$ cat config.mk
export PLATFORM = sky130hd
export DESIGN_NAME = condicionador_jogada
export DESIGN_NICKNAME = d
export VERILOG_FILES = /design/src/rtl/condicionador_jogada_pkg.sv /design/src/rtl/condicionador_jogada_sincronizador.sv /design/src/rtl/condicionador_jogada.sv
export SDC_FILE = /design/constraint.sdc
export NUM_CORES = 1
export LEC_CHECK = 0
export BUFFER_PORTS_ARGS = -buffer_cell sky130_fd_sc_hd__buf_2
export CAP_MARGIN = 5
export CORE_MARGIN = 1
export CORE_UTILIZATION = 57
export CTS_CLUSTER_SIZE = 30
export DETAILED_ROUTE_END_ITERATION = 6
export GPL_TIMING_DRIVEN = 1
export HOLD_SLACK_MARGIN = 0.05
export PLACE_DENSITY_LB_ADDON = 0.15
export RECOVER_POWER = 25
export SLEW_MARGIN = 20
export SYNTH_ARGS = -nofsm -noshare
export SYNTH_HDL_FRONTEND = slang
export SYNTH_HIERARCHICAL = 1
export SYNTH_SLANG_ARGS = --single-unit
$ cat constraint.sdc
create_clock -name clock -period 7.98 [get_ports clock]
set_input_delay 0.399 -clock clock [delete_from_list [all_inputs] [get_ports clock]]
set_output_delay 0.399 -clock clock [all_outputs]
set_load 0.05 [all_outputs]
$ cat src/rtl/condicionador_jogada_pkg.sv
// Shared game package: FSM state codes, debounce default and a one-hot helper
// used by the play conditioner and its testbench.
package condicionador_jogada_pkg;

  // Default number of consecutive equal synchronized samples to accept a level.
  localparam int N_DEBOUNCE_PADRAO = 2;

  // Codes are visible on db_estado, so they are fixed explicitly.
  typedef enum logic [2:0] {
    OCIOSO         = 3'd0,
    FILTRANDO      = 3'd1,
    CAPTURADO      = 3'd2,
    INVALIDO       = 3'd3,
    AGUARDA_SOLTAR = 3'd4
  } estado_t;

  function automatic logic eh_one_hot(input logic [3:0] v);
    return ($countones(v) == 1);
  endfunction

endpackage

$ cat src/rtl/condicionador_jogada_sincronizador.sv
// Two-flop synchronizer for the raw push-buttons.
// Ports:
//   clock - system clock (rising edge)
//   reset - synchronous, active-high; clears both flop stages
//   d     - asynchronous input bus
//   q     - synchronized output bus (two cycles of latency)
module sincronizador_2ff #(
  parameter int W = 4
) (
  input  logic         clock,
  input  logic         reset,
  input  logic [W-1:0] d,
  output logic [W-1:0] q
);

  logic [W-1:0] meta;

  always_ff @(posedge clock) begin
    if (reset) begin
      meta <= '0;
      q    <= '0;
    end else begin
      meta <= d;
      q    <= meta;
    end
  end

endmodule

$ cat src/rtl/condicionador_jogada.sv
// Play conditioner: synchronizes and debounces four push-buttons, emits a
// one-cycle pulse for an accepted one-hot press (or for a rejected multi-button
// press), then waits for a debounced release before arming again.
// Ports:
//   clock           - system clock (rising edge)
//   reset           - synchronous, active-high
//   habilita        - presses are accepted only while high (sampled in OCIOSO)
//   botoes[3:0]     - raw asynchronous buttons, active-high
//   jogada_feita    - one-cycle pulse, valid one-hot press accepted
//   jogada[3:0]     - registered one-hot code of the last accepted press
//   jogada_invalida - one-cycle pulse, stable multi-button press rejected
//   ocupado         - high whenever the FSM is not in OCIOSO
//   db_estado[2:0]  - current FSM state code
module condicionador_jogada
  import condicionador_jogada_pkg::*;
#(
  parameter int N_DEBOUNCE = N_DEBOUNCE_PADRAO
) (
  input  logic       clock,
  input  logic       reset,
  input  logic       habilita,
  input  logic [3:0] botoes,
  output logic       jogada_feita,
  output logic [3:0] jogada,
  output logic       jogada_invalida,
  output logic       ocupado,
  output logic [2:0] db_estado
);

  localparam int CW = (N_DEBOUNCE < 2) ? 1 : $clog2(N_DEBOUNCE + 1);
  localparam logic [CW-1:0] N_CNT = CW'(N_DEBOUNCE);
  // With a single required sample the entry sample already settles the press.
  localparam logic DECIDE_NA_ENTRADA = (N_DEBOUNCE <= 1);

  logic [3:0]    s;
  estado_t       estado, estado_n;
  logic [3:0]    cand, cand_n, jog, jog_n;
  logic [CW-1:0] cnt, cnt_n, cnt_inc;
  logic          decidir;
  logic [3:0]    alvo;

  sincronizador_2ff #(.W(4)) u_sinc (
    .clock (clock),
    .reset (reset),
    .d     (botoes),
    .q     (s)
  );

  always_ff @(posedge clock) begin
    if (reset) begin
      estado <= OCIOSO;
      cand   <= '0;
      jog    <= '0;
      cnt    <= '0;
    end else begin
      estado <= estado_n;
      cand   <= cand_n;
      jog    <= jog_n;
      cnt    <= cnt_n;
    end
  end

  // Saturating increment; the counter is shared by the press filter and the
  // release filter since the two never run at the same time.
  assign cnt_inc = (cnt == {CW{1'b1}}) ? cnt : cnt + 1'b1;

  always_comb begin
    estado_n = estado;
    cand_n   = cand;
    jog_n    = jog;
    cnt_n    = cnt;
    decidir  = 1'b0;
    alvo     = cand;
    case (estado)
      OCIOSO: begin
        if (s != 4'd0) begin
          if (habilita) begin
            cand_n   = s;
            cnt_n    = CW'(1);
            estado_n = FILTRANDO;
            decidir  = DECIDE_NA_ENTRADA;
            alvo     = s;
          end else begin
            // Button already down while disabled: must be released first.
            estado_n = AGUARDA_SOLTAR;
            cnt_n    = '0;
          end
        end
      end
      FILTRANDO: begin
        if (s == 4'd0) begin
          estado_n = OCIOSO;
        end else if (s != cand) begin
          cand_n  = s;
          cnt_n   = CW'(1);
          decidir = DECIDE_NA_ENTRADA;
          alvo    = s;
        end else begin
          cnt_n   = cnt_inc;
          decidir = (cnt_inc >= N_CNT);
        end
      end
      CAPTURADO, INVALIDO: begin
        estado_n = AGUARDA_SOLTAR;
        cnt_n    = '0;
      end
      AGUARDA_SOLTAR: begin
        if (s != 4'd0) begin
          cnt_n = '0;
        end else begin
          cnt_n = cnt_inc;
          if (cnt_inc >= N_CNT) estado_n = OCIOSO;
        end
      end
      default: estado_n = OCIOSO;
    endcase

    // jogada is loaded on the same edge that enters CAPTURADO so the code is
    // valid together with the pulse.
    if (decidir) begin
      if (eh_one_hot(alvo)) begin
        estado_n = CAPTURADO;
        jog_n    = alvo;
      end else begin
        estado_n = INVALIDO;
      end
    end
  end

  assign jogada_feita    = (estado == CAPTURADO);
  assign jogada_invalida = (estado == INVALIDO);
  assign ocupado         = (estado != OCIOSO);
  assign db_estado       = estado;
  assign jogada          = jog;

endmodule

---- Yosys cells after proc, flatten, opt, wreduce, memory -nomap -nowiden ----
Index checks and enable logic that the tools add are counted.
storage, ports and cells
  output and inout port bits .............. 10
  word-level logic and storage cells ...... 56
  register bits after elaboration ......... 21
operators by class
  $lt $le $gt $ge ......................... 1
  add/subtract/negate cells ............... 4
  reduce and logical (&&, ||, !) cells .... 9
  eq/ne operators ......................... 13
  multiplexer cells ....................... 23
operator list
  operator                                                   number
  two-way mux 3 bit                                          6
  two-way mux 4 bit                                          4
  != test 3 bit (second input constant)                      4
  one-hot mux 3 bit (4 select lines)                         1
  two-way mux 2 bit                                          5
  one-hot mux 2 bit (4 select lines)                         1
  one-hot mux 4 bit (2 select lines)                         1
  nonzero test 4 bit                                         2
  equality test 3 x 1 -> 1 bit (second input constant)       2
  equality test 3 x 2 -> 1 bit (second input constant)       2
  two-way mux 1 bit                                          5
  adder 1 x 1 -> 2 bit                                       2
  zero test 4 bit                                            1
  != test 2 bit (second input constant)                      2
  != test 4 bit                                              1
  AND reduction 4 bit                                        1
  adder 2 x 2 -> 3 bit                                       1
  equality test 3 bit (second input constant)                1
  zero test 3 bit                                            1
  AND reduction 3 bit                                        1
  nonzero test 3 bit                                         1
  adder 2 x 1 -> 2 bit (second input constant)               1
  equality test 2 bit (second input constant)                1
  greater-or-equal comparator 2 bit (second input constant)  1
  2 further kinds                                            2

---- Logic depth before layout (Yosys ltp) ----
Gate-level depths: netlist (run 1).
  depth after elaboration ................. 9
  depth in mapped cells ................... 11
  depth with buffers taken out ............ 10

---- Cells and area by module ----
The synthesis (run 1) kept the hierarchy.
modules (own cells, without submodules)
  module                times used  cells an instance  area each (µm²)
  condicionador_jogada  1           81                 764.5
  sincronizador_2ff     1           16                 210.2

---- Worst setup path after synthesis (run 1) ----
No wires, ideal clock.
  path type ............................... register to register
  start ................................... register estado[0] (netlist: db_estado[0])
  end ..................................... register jog[0] (netlist: jogada[0])
  stages on the path, launching flop included .. 11
  slack ................................... 4.800 ns
  library setup time ...................... 0.138 ns
  arrival time ............................ 3.042 ns
  buffers on the path ..................... 0
  period minus slack after synthesis ...... 3.180 ns
  data required time ...................... 7.842 ns
  path through ............................ dfxtp_1 > nor2_1 > nor3_2 > a22oi_1 > fa_1 > inv_1 > ha_1 > ha_1 > nor4b_2 > and3_4 > a211oi_2
between the ends
  word-level cells in the longest chain between the ends .. 6
  elaborated cells on any way between the ends .. 9
  classes of those cells .................. add/sub (3); eq/ne (2); mux (2); reduce/logical (2)
ends and longest elaborated chain
  element                                                          line                            source
  start, declared                                                  condicionador_jogada.sv:36      estado_t estado, estado_n;
  start signal, assigned                                           condicionador_jogada.sv:56      estado <= estado_n;
  equality test 3 x 1 -> 1 bit or zero test 3 bit (tied branches)  condicionador_jogada.sv:74      case (estado)
  one-hot mux 4 bit (2 select lines)                               condicionador_jogada.sv:74
  adder 1 x 1 -> 2 bit (implied by the code)                       condicionador_jogada_pkg.sv:18  return ($countones(v) == 1);
  adder 2 x 2 -> 3 bit (implied by the code)                       condicionador_jogada_pkg.sv:18
  equality test 3 x 1 -> 1 bit                                     condicionador_jogada_pkg.sv:18
  AND reduction 2 bit (no line)                                    -
  end signal, assigned                                             condicionador_jogada.sv:58      jog <= jog_n;
  end, declared                                                    condicionador_jogada.sv:37      logic [3:0] cand, cand_n, jog, jog_n;
Several ways; a longest one is shown, not always the timed one.
A chain may end at the register's enable or synchronous reset.

---- Worst setup path in the final report (run 1) ----
  start ................................... register u_sinc.q[0]
  end ..................................... register jog[0] (netlist: jogada[0])
between the ends
  word-level cells in the longest chain between the ends .. 8
  elaborated cells on any way between the ends .. 16
  classes of those cells .................. add/sub (3); eq/ne (2); mux (8); reduce/logical (3)
ends and longest elaborated chain
  element                                     line                                      source
  start, declared                             condicionador_jogada_sincronizador.sv:13  output logic [W-1:0] q
  start signal, assigned                      condicionador_jogada_sincronizador.sv:24  q <= meta;
  != test 4 bit                               condicionador_jogada.sv:93                end else if (s != cand) begin
  two-way mux 4 bit                           -
  two-way mux 4 bit                           condicionador_jogada.sv:91                if (s == 4'd0) begin
  one-hot mux 4 bit (2 select lines)          condicionador_jogada.sv:74
  adder 1 x 1 -> 2 bit (implied by the code)  condicionador_jogada_pkg.sv:18
  adder 2 x 2 -> 3 bit (implied by the code)  condicionador_jogada_pkg.sv:18
  equality test 3 x 1 -> 1 bit                condicionador_jogada_pkg.sv:18
  AND reduction 2 bit (no line)               -
Several ways; a longest one is shown, not always the timed one.

==> results.json, run 1 <==
{
  "cts-root-buf": "clkbuf_4",
  "startpoint_type": "flop",
  "grt.overflow.total": 0,
  "startpoint": "u_sinc/q[0]$_SDFF_PP0_",
  "netlist_area_sq_um": 974.7,
  "antenna_cells": 0,
  "cts_buffer_depth": 2,
  "rsz0062_at_grt": "no",
  "pwr-share-clk_pct": 24.1,
  "tightest_slew_ps": 1071,
  "p_switching_uw": 59.07,
  "worstSetupPathType": "reg -> reg",
  "power_frac_comb_pct": 19.5,
  "dieArea_sq_um": 1879,
  "syn_to_final_growth_pct": 11.42,
  "ff2ff_setup_slack_ps": 4610,
  "slew_viol_final": 0,
  "p_per_area_nw_per_um2": 187.0,
  "final.setup.tns_ps": 0,
  "finalHoldViolCount": 0,
  "cts_resized": 0,
  "yosysWarnings": 6,
  "first_pass_iters": 6,
  "syn_nets": 107,
  "syn_inst": 97,
  "p_total_uw": 203.1,
  "cts_buffers": 3,
  "pwr-share-seq_pct": 56.4,
  "async_flop_share_pct": 0,
  "rows": 14,
  "globalplace.congestion": 0.8452,
  "grt_usage_pct": 22.79,
  "dieHeight_um": 43.35,
  "grt_pass1_wl_um": 3187,
  "h-tree-depth": 1,
  "cap_violations": 0,
  "r2r-start": "u_sinc/q[0]$_SDFF_PP0_",
  "setup.worst_path.end": "jogada[0]$_SDFFE_PP0P_",
  "cts.clk_slew.worst_paths_ps": 110,
  "grt_pass1_vias": 751,
  "timing.rr.end": "jogada[0]$_SDFFE_PP0P_",
  "drive_gt1_share_pct": 27.19,
  "grt_max_degree": 23,
  "post-route-drc-count": 7,
  "finish.utilization_pct": 69.66,
  "synthFlopType": "dfxtp_1",
  "vias_per_cell": 6.069,
  "min_path_type": "in -> reg",
  "cts_tree": "done",
  "first_iter_violations": 14,
  "dp_hpwl_um": 1429,
  "start_util_pct": 62.52,
  "r2r_cells": 10,
  "post_drt_wl_per_cell_um": 14.55,
  "max_freq_mhz": 296.9,
  "violations": "design-rule violations",
  "ant_nets": 0,
  "synth_seq_area_share_pct": 43.13,
  "ys_seq_elements": 21,
  "p_int_uw": 144.0,
  "endpoint_kind": "flop",
  "relSlewSlack_pct": 28.61,
  "hold_slack_ps": 309.5,
  "fin_crit_sh_pct": 42.21,
  "avgSynthCellArea_sq_um": 10.05,
  "yosys.cell_types.count": 32,
  "final_cell_mix": "dfxtp_1, buf_2, nor2b_1",
  "crit_arrival_ps": 3510,
  "swShare_pct": 29.09,
  "clock_sinks": 21,
  "post_cts_buffers": 0,
  "ir_drop_v": 0.0001217,
  "final_common_cell": "dfxtp_1",
  "io_buffers": 16,
  "wirelength_um": 1891,
  "p_leak_nw": 0.4725,
  "antenna_found_initial": 0,
  "clk_latency_ps": 290,
  "num_io_pins": 17,
  "crit_path_max_fanout": 5,
  "critPathRequiredTime_ps": 8120,
  "period_minus_slack_ps": 3369,
  "synth-edff-count": 0,
  "status": "complete, but fails checks",
  "num_vias": 789,
  "dieWidth_um": 43.35,
  "setup_viol": 0,
  "finalNetCount": 125,
  "cts_hold_buf": 0,
  "skew_ps": 4.857,
  "coreArea_sq_um": 1559
}
[critical path, stage by stage, from the launching register on]
cell,delay (ps)
dfxtp_1,380
or4_4,570
o211ai_2,130
a22oi_1,200
fa_1,570
inv_1,40
ha_1,170
ha_1,280
nor4b_2,480
and3_4,320
a211oi_2,80
[kinds of logic after synthesis]
logic type	synth area share (%)
buffers and inverters	3.337
AND/OR/NAND/NOR	26.06
AO/OA/AOI/OAI	19.26
XOR/XNOR	3.595
flip-flops	43.13
adder cells (fa/ha/maj)	4.621
[through the flow]
step	cells	area [sq um]	setup WS, ps
global placement	126	1061	4784
global route	130	1086	4420
detailed placement	126	1061	4635
floorplan	97	974.7	4800
finish	130	1086	4611
CTS	130	1087	4617
[Yosys cell counts (all sizes together) (2+ instances only)]
cell type | instances | area share, %
nor2 | 10 | 4.1
inv | 5 | 1.9
nor3 | 6 | 4.1
nor4b | 2 | 3.1
o21ai | 3 | 1.5
buf | 2 | 1.0
xor2 | 2 | 1.8
a31oi | 4 | 2.6
a22oi | 4 | 3.1
ha | 2 | 2.6
nand2 | 4 | 1.5
a211oi | 4 | 5.1
a21oi | 2 | 1.0
nor2b | 11 | 7.1
dfxtp | 21 | 43
xnor2 | 2 | 1.8
[cell type report]
class | instances | area (sq um)
inverter | 5 | 18.77
fill | 127 | 473.0
sequential | 21 | 420.4
tap | 16 | 20.02
multi-input combinational | 68 | 521.8
clock buffer | 4 | 26.28
timing repair buffer | 16 | 78.83
[sequential cells by signal, summed over array words and instances (netlist names)]
signal	count
cand	4
jogada	4
u_sinc/meta	4
u_sinc/q	4
db_estado	3
cnt	2
[power by group through the flow]
stage | registers [mW] | clock network [mW] | logic (mW)
after detailed placement | 0.117 | 0 | 0.0394
final | 0.115 | 0.0489 | 0.0396
after floorplan | 0.118 | 0 | 0.0292
after global routing | 0.115 | 0.0543 | 0.0436
after global placement | 0.117 | 0 | 0.0380
after CTS | 0.115 | 0.0506 | 0.0397
[per-layer routing]
layer | vias to the layer above | global-route usage [%] | wire (um)
met5 | - | 0 | 0
met4 | 0 | 8.125 | 0
met3 | 0 | 3.750 | 99
li1 | 389 | - | -
met1 | 374 | 27.63 | 838
met2 | 26 | 40.61 | 953
[worst min-delay path by stage]
stage	startpoint	end	cells after the start
after global placement	u_sinc/meta[3]$_SDFF_PP0_	u_sinc/q[3]$_SDFF_PP0_	1
after global routing	botoes[3]	u_sinc/meta[3]$_SDFF_PP0_	2
after floorplan	u_sinc/meta[0]$_SDFF_PP0_	u_sinc/q[0]$_SDFF_PP0_	1
after detailed placement	u_sinc/meta[2]$_SDFF_PP0_	u_sinc/q[2]$_SDFF_PP0_	1
final	botoes[2]	u_sinc/meta[2]$_SDFF_PP0_	2
after CTS	botoes[2]	u_sinc/meta[2]$_SDFF_PP0_	2
No activity file was read; power rests on OpenSTA's default activity.
==> inputs of run 2 (changes only) <==
- ABC_AREA: unset -> 1
- CORE_UTILIZATION: 57 -> 55
- clock period: 7.98 -> 3.2 ns (I/O delays scaled with it)
==> results.json, run 2 <==
{
  "status": "completed",
  "ff2ff_setup_slack_ps": 330,
  "coreArea_sq_um": 1821,
  "dp_hpwl_um": 1707,
  "final_area_sq_um": 1285,
  "cts.clk_slew.worst_paths_ps": 110,
  "first_pass_iters": 4,
  "min_from": "reset",
  "synth_seq_area_share_pct": 37.50,
  "p_leak_nw": 0.6937,
  "dieHeight_um": 47.15,
  "grt.overflow.total": 0,
  "yosysMostFrequentCell": "nor2_1",
  "clk_latency_ps": 300,
  "pre_cts_slack_ps": 346.6,
  "grt_pass1_wl_um": 3532,
  "post_drt_wl_per_cell_um": 10.63,
  "power_frac_comb_pct": 51.3,
  "syn_nets": 170,
  "clock_sinks": 21,
  "startpoint_type": "flop",
  "crit_slowest_cell": "fa_1",
  "slew_viol_final": 0,
  "synth_common_cells": "nor2_1, inv_1, nand2_1, dfxtp_1, nand3_1",
  "io_buffers": 16,
  "p_switching_uw": 459.6,
  "post-route-drc-count": 0,
  "dieArea_sq_um": 2223,
  "critPathRequiredTime_ps": 3410,
  "final_cell_mix": "nor2_1, inv_1, nand2_1",
  "worstSetupPathType": "reg -> reg",
  "async_flop_share_pct": 0,
  "dieWidth_um": 47.15,
  "final.setup.tns_ps": 0,
  "cp_cell_sequence": "nor2_4 -> o21ai_2 -> inv_2 -> nand2_1 -> a21oi_1 -> fa_1 -> inv_1 -> ha_1 -> ha_1 -> nor2_1 -> nand2_1 -> nor2_8 -> nor2_1 -> nor2_1 -> nor2_1",
  "ant_nets": 0,
  "netlist_area_sq_um": 1121,
  "cts_buffer_depth": 2,
  "r2r_cells": 15,
  "yosysTopAreaCell": "dfxtp_1",
  "cts_tree": "done",
  "setup_viol": 0,
  "max_freq_mhz": 348.4,
  "num_vias": 992,
  "first_iter_violations": 18,
  "hold_slack_ps": 204.3,
  "pwr-share-seq_pct": 35.5,
  "layoutNonFillerInstCount": 207,
  "worst_slack_ps": 330.1,
  "synthFlopType": "dfxtp_1",
  "postPlaceCellArea_sq_um": 1217,
  "p_total_uw": 941.2,
  "avgSynthCellArea_sq_um": 7.007,
  "cts_buffers": 3,
  "p_per_area_nw_per_um2": 732.4,
  "vias_per_cell": 4.792,
  "finish.utilization_pct": 70.58,
  "yosys.cell_types.count": 27,
  "grt_usage_pct": 23.59,
  "synth_top_area_share_pct": 37.50,
  "min_path_type": "in -> reg",
  "holdPathStages": 2,
  "synth.area.top_cells": "dfxtp_1, nor2_1, inv_1, nand2_1, nor2_8",
  "antenna_found_initial": 0,
  "grt_pass1_vias": 888,
  "syn_to_final_growth_pct": 14.62,
  "skew_ps": 4.017,
  "ir_drop_v": 0.0004245,
  "rsz0062_at_grt": "no",
  "endpoint_kind": "flop",
  "fillCellCount": 166,
  "drive_gt1_share_pct": 19.23,
  "ys_seq_elements": 21,
  "dp_cells": 199,
  "p_int_uw": 481.5,
  "start_util_pct": 61.58,
  "crit_top_cell": "nor2_1",
  "wirelength_um": 2201,
  "finalHoldViolCount": 0,
  "yosysWarnings": 6,
  "final_common_cell": "nor2_1",
  "cpPeakStageDelay_ps": 470,
  "globalplace.congestion": 0.9364,
  "cap_violations": 0,
  "cts_resized": 0,
  "tightest_slew_ps": 393.4,
  "h-tree-depth": 1,
  "swShare_pct": 48.83,
  "relSlewSlack_pct": 73.68,
  "whs_endpoint": "u_sinc/q[3]$_SDFF_PP0_",
  "syn_inst": 160,
  "antenna_cells": 0,
  "fin_crit_sh_pct": 89.69,
  "num_io_pins": 17,
  "pwr-share-clk_pct": 13.2,
  "grt_max_degree": 17,
  "r2r-start": "db_estado[2]$_SDFFE_PP0P_",
  "crit_arrival_ps": 3080,
  "crit_path_max_fanout": 8,
  "finalNetCount": 193,
  "rows": 15,
  "synth-edff-count": 0,
  "timing.rr.end": "db_estado[0]$_SDFFE_PP0P_",
  "period_minus_slack_ps": 2870,
  "cts-root-buf": "clkbuf_4"
}
-- run 2: changes by cell type in the layout (fill, tap and decap cells not counted), moves of 3 or more --
cell	delta
o21ai_0	+3
a31oi_1	-3
a211oi_2	-4
inv_1	+26
nand3_1	+5
nor2_1	+29
dlygate4sd3_1	+4
a22oi_1	-4
nand2_1	+25
nor2b_1	-11
-- run 2: power by group through the flow --
stage	logic, mW	clock network, mW	registers, mW
final	0.483	0.124	0.334
after global placement	0.464	0	0.338
after floorplan	0.345	0	0.382
after detailed placement	0.477	0	0.341
after CTS	0.482	0.130	0.335
after global routing	0.531	0.139	0.340
-- run 2: logic make-up after synthesis --
logic type,after synthesis,share of synthesized area [%]
and+or+nand+nor,89,39.62
buffers and inverters,34,12.05
DFF,21,37.50
AOI/OAI and AO/OA,13,6.809
adders and majority gates,3,4.018
-- run 2: worst max-delay path, delay by kind of cell (launching register included) --
kind	cells	cell delay, ps
buffers and inverters	2	140
adders and majority gates	3	830
DFF	1	390
and+or+nand+nor	8	960
AOI/OAI and AO/OA	2	460
-- run 2: worst max path at each step --
stage / startpoint / end / slack [ps] / cells after the start
5_1_grt: db_estado[2]$_SDFFE_PP0P_ / db_estado[0]$_SDFFE_PP0P_ / 90 / 15
6_report: db_estado[2]$_SDFFE_PP0P_ / db_estado[0]$_SDFFE_PP0P_ / 330 / 15
2_1_floorplan: db_estado[2]$_SDFFE_PP0P_ / db_estado[0]$_SDFFE_PP0P_ / 310 / 15
3_3_place_gp: db_estado[2]$_SDFFE_PP0P_ / db_estado[0]$_SDFFE_PP0P_ / 460 / 15
4_1_cts: db_estado[2]$_SDFFE_PP0P_ / db_estado[0]$_SDFFE_PP0P_ / 330 / 15
3_5_place_dp: db_estado[2]$_SDFFE_PP0P_ / db_estado[0]$_SDFFE_PP0P_ / 350 / 15
-- run 2: metal layers --
layer / vias to the layer above / wire [um] / GRT usage (%) / part of all wire [%]
met5: - / 0 / 0 / 0
met4: 0 / 58 / 13.14 / 2.6
met3: 6 / 68 / 2.692 / 3.1
met2: 26 / 1149 / 46.11 / 52
met1: 432 / 924 / 23.81 / 42
li1: 528 / - / - / -
-- run 2: area by class of cell --
type	instances	area (sq um)	area share, %
inverters	32	120.1	9.348
flip-flops and latches	21	420.4	32.72
clock inverters	1	5.005	0.3895
repair buffers	20	120.1	9.348
clock buffers	3	22.52	1.753
multi-input cells	105	565.5	44.01
well taps	25	31.28	2.434
-- run 2: what timing repair did --
item / 4_1_cts / 5_1_grt
hold buffers: 4 / 0
buffers inserted: 0 / 0
hold endpoints to repair: 4 / 0
==> inputs of run 3 (changes only) <==
- CORE_UTILIZATION: 55 -> 54
- SYNTH_HIERARCHICAL: 1 -> unset
==> results.json, run 3 <==
{
  "worst_path_dominant_cell_family": "simple AND/OR/NAND/NOR gates",
  "post_drt_wl_per_cell_um": 9.551,
  "critPathRequiredTime_ps": 3420,
  "first_pass_iters": 4,
  "first_iter_violations": 12,
  "wirelength_um": 1958,
  "crit_top_cell": "nand2_1",
  "endpoint_kind": "flop",
  "rows": 16,
  "slew_viol_final": 0,
  "p_leak_nw": 0.6588,
  "crit_arrival_ps": 2990,
  "dieHeight_um": 47.31,
  "synth_seq_area_share_pct": 37.92,
  "min_path_type": "in -> reg",
  "regArea_sq_um": 420.4,
  "final_common_cell": "nor2_1",
  "cts_buffers": 3,
  "fillCellCount": 177,
  "start_util_pct": 57.09,
  "synth_top_area_share_pct": 37.92,
  "ir_drop_v": 0.0003607,
  "synthFlopType": "dfxtp_1",
  "grt_usage_pct": 20.33,
  "coreArea_sq_um": 1942,
  "ys_seq_elements": 21,
  "max_freq_mhz": 361.3,
  "r2r-start": "db_estado[2]$_SDFFE_PP0P_",
  "grt_pass1_vias": 782,
  "crit_slowest_cell": "fa_1",
  "syn_nets": 167,
  "post-route-drc-count": 0,
  "multi_input_area_sq_um": 571.8,
  "postPlaceCellArea_sq_um": 1215,
  "syn_to_final_growth_pct": 14.67,
  "setup.worst_path.end": "jogada[3]$_SDFFE_PP0P_",
  "async_flop_share_pct": 0,
  "cpPeakStageDelay_ps": 480,
  "ff2ff_setup_slack_ps": 430,
  "final.setup.tns_ps": 0,
  "r2r_cells": 15,
  "netlist_area_sq_um": 1109,
  "vias_per_cell": 4.756,
  "grt_max_degree": 18,
  "crit_path_max_fanout": 8,
  "antenna_found_initial": 0,
  "h-tree-depth": 1,
  "cap_violations": 0,
  "io_buffers": 16,
  "avgSynthCellArea_sq_um": 7.061,
  "final_cell_mix": "nor2_1, nand2_1, inv_1",
  "skew_ps": 11.09,
  "yosys.cell_types.count": 27,
  "yosysMostFrequentCell": "nor2_1",
  "synth-edff-count": 0,
  "cp_cell_sequence": "nor2_8 -> o21ai_2 -> inv_2 -> nand2_2 -> a32oi_1 -> fa_1 -> inv_1 -> ha_1 -> ha_1 -> nor2_1 -> nand2_1 -> nor2_4 -> nand2_1 -> nand2_1 -> nor2_1",
  "clock_sinks": 21,
  "startpoint": "db_estado[2]$_SDFFE_PP0P_",
  "status": "completed",
  "yosysTopAreaCell": "dfxtp_1",
  "relSlewSlack_pct": 53.01,
  "globalplace.congestion": 0.8396,
  "setup_viol": 0,
  "cts_tree": "done",
  "num_io_pins": 17,
  "period_minus_slack_ps": 2768,
  "fin_crit_sh_pct": 86.49,
  "synth_common_cells": "nor2_1, nand2_1, inv_1, dfxtp_1, a21oi_1",
  "syn_inst": 157,
  "tightest_slew_ps": 704.9,
  "timing.rr.end": "jogada[3]$_SDFFE_PP0P_",
  "dp_hpwl_um": 1526,
  "final_area_sq_um": 1271,
  "worst-path-stages": 15,
  "synth.area.top_cells": "dfxtp_1, nor2_1, nand2_1, inv_1, nor2_8",
  "clk_latency_ps": 310,
  "p_per_area_nw_per_um2": 708.5,
  "drive_gt1_share_pct": 19.10,
  "finalNetCount": 189,
  "grt.overflow.total": 0,
  "timing.critical_path.buf_inv": 2,
  "dieWidth_um": 47.31,
  "cts_buffer_depth": 2,
  "grt_pass1_wl_um": 3174,
  "startpoint_type": "flop",
  "rsz0062_at_grt": "no",
  "worstSetupPathType": "reg -> reg",
  "cts_resized": 0,
  "finalHoldViolCount": 0,
  "ant_nets": 0,
  "yosysWarnings": 0,
  "dieArea_sq_um": 2238,
  "cts.clk_slew.worst_paths_ps": 120,
  "cts-root-buf": "clkbuf_4",
  "antenna_cells": 0,
  "num_vias": 975
}
## run 3: changes by cell type in the layout (fill, tap and decap cells not counted), sizes merged, moves of 2 or more
cell,previous run,this run
nor3,4,1
nand3,7,3
nand2,32,37
inv,32,29
a32oi,0,3
o21ai,6,4
## run 3: repair_timing
item	in CTS	in global routing
setup buffers	0	0
hold buffers	3	0
endpoints found under the hold margin	3	0
## run 3: layer usage
layer,up-vias,share of wire (%),track usage [%]
met1,431,47,25.87
met4,0,1.5,9.143
li1,520,-,-
met3,4,4.3,3.462
met5,-,0,0
met2,20,47,33.42
## run 3: report_power, final
part	leakage (nW)	switching [mW]	internal [mW]
combinational	0.469	0.309	0.138
clock	0.0177	0.0799	0.0467
sequential	0.172	0.0373	0.290
## run 3: per-stage QoR
step | utilization, % | setup slack, ps | instances | hold slack (ps) | total power, mW
finish | 65.46 | 432.5 | 205 | 57.54 | 0.9006
global route | 65.46 | 158.3 | 205 | 53.91 | 0.9769
CTS | 65.53 | 431.4 | 205 | 53.78 | 0.9025
detailed placement | 62.56 | 448.1 | 198 | 365.0 | 0.7748
global placement | 62.56 | 491.3 | 198 | 357.5 | 0.7619
floorplan | - | 352.7 | 157 | 267.0 | 0.6970
## run 3: worst min-delay path by stage
stage,depth (start not counted),slack [ps],startpoint,endpoint
6_report,3,60,botoes[0],u_sinc.meta[0]$_SDFF_PP0_
5_1_grt,3,50,botoes[0],u_sinc.meta[0]$_SDFF_PP0_
4_1_cts,3,50,botoes[0],u_sinc.meta[0]$_SDFF_PP0_
3_5_place_dp,3,360,botoes[1],u_sinc.meta[1]$_SDFF_PP0_
3_3_place_gp,3,360,botoes[2],u_sinc.meta[2]$_SDFF_PP0_
2_1_floorplan,2,270,botoes[0],u_sinc.meta[0]$_SDFF_PP0_
## run 3: logic make-up after synthesis
| family | count (synthesis) | share of synthesized area (%) |
|---|---|---|
| buffers and inverters | 31 | 10.50 |
| DFF | 21 | 37.92 |
| AOI/OAI and AO/OA | 15 | 8.579 |
| adders and majority gates | 3 | 4.063 |
| and+or+nand+nor | 87 | 38.94 |
## run 3: tightest hold or removal path: stages
cell	delay [ps]
buf_2	90
inv_1	40
nor2_1	30
## run 3: final cells by class
cell class / count / area share [%]
flip-flops and latches: 21 / 33.07
repair buffers: 19 / 8.563
clock inverters: 1 / 0.3937
multi-input cells: 105 / 44.98
clock buffers: 3 / 1.772
well taps: 27 / 2.657
inverters: 29 / 8.563
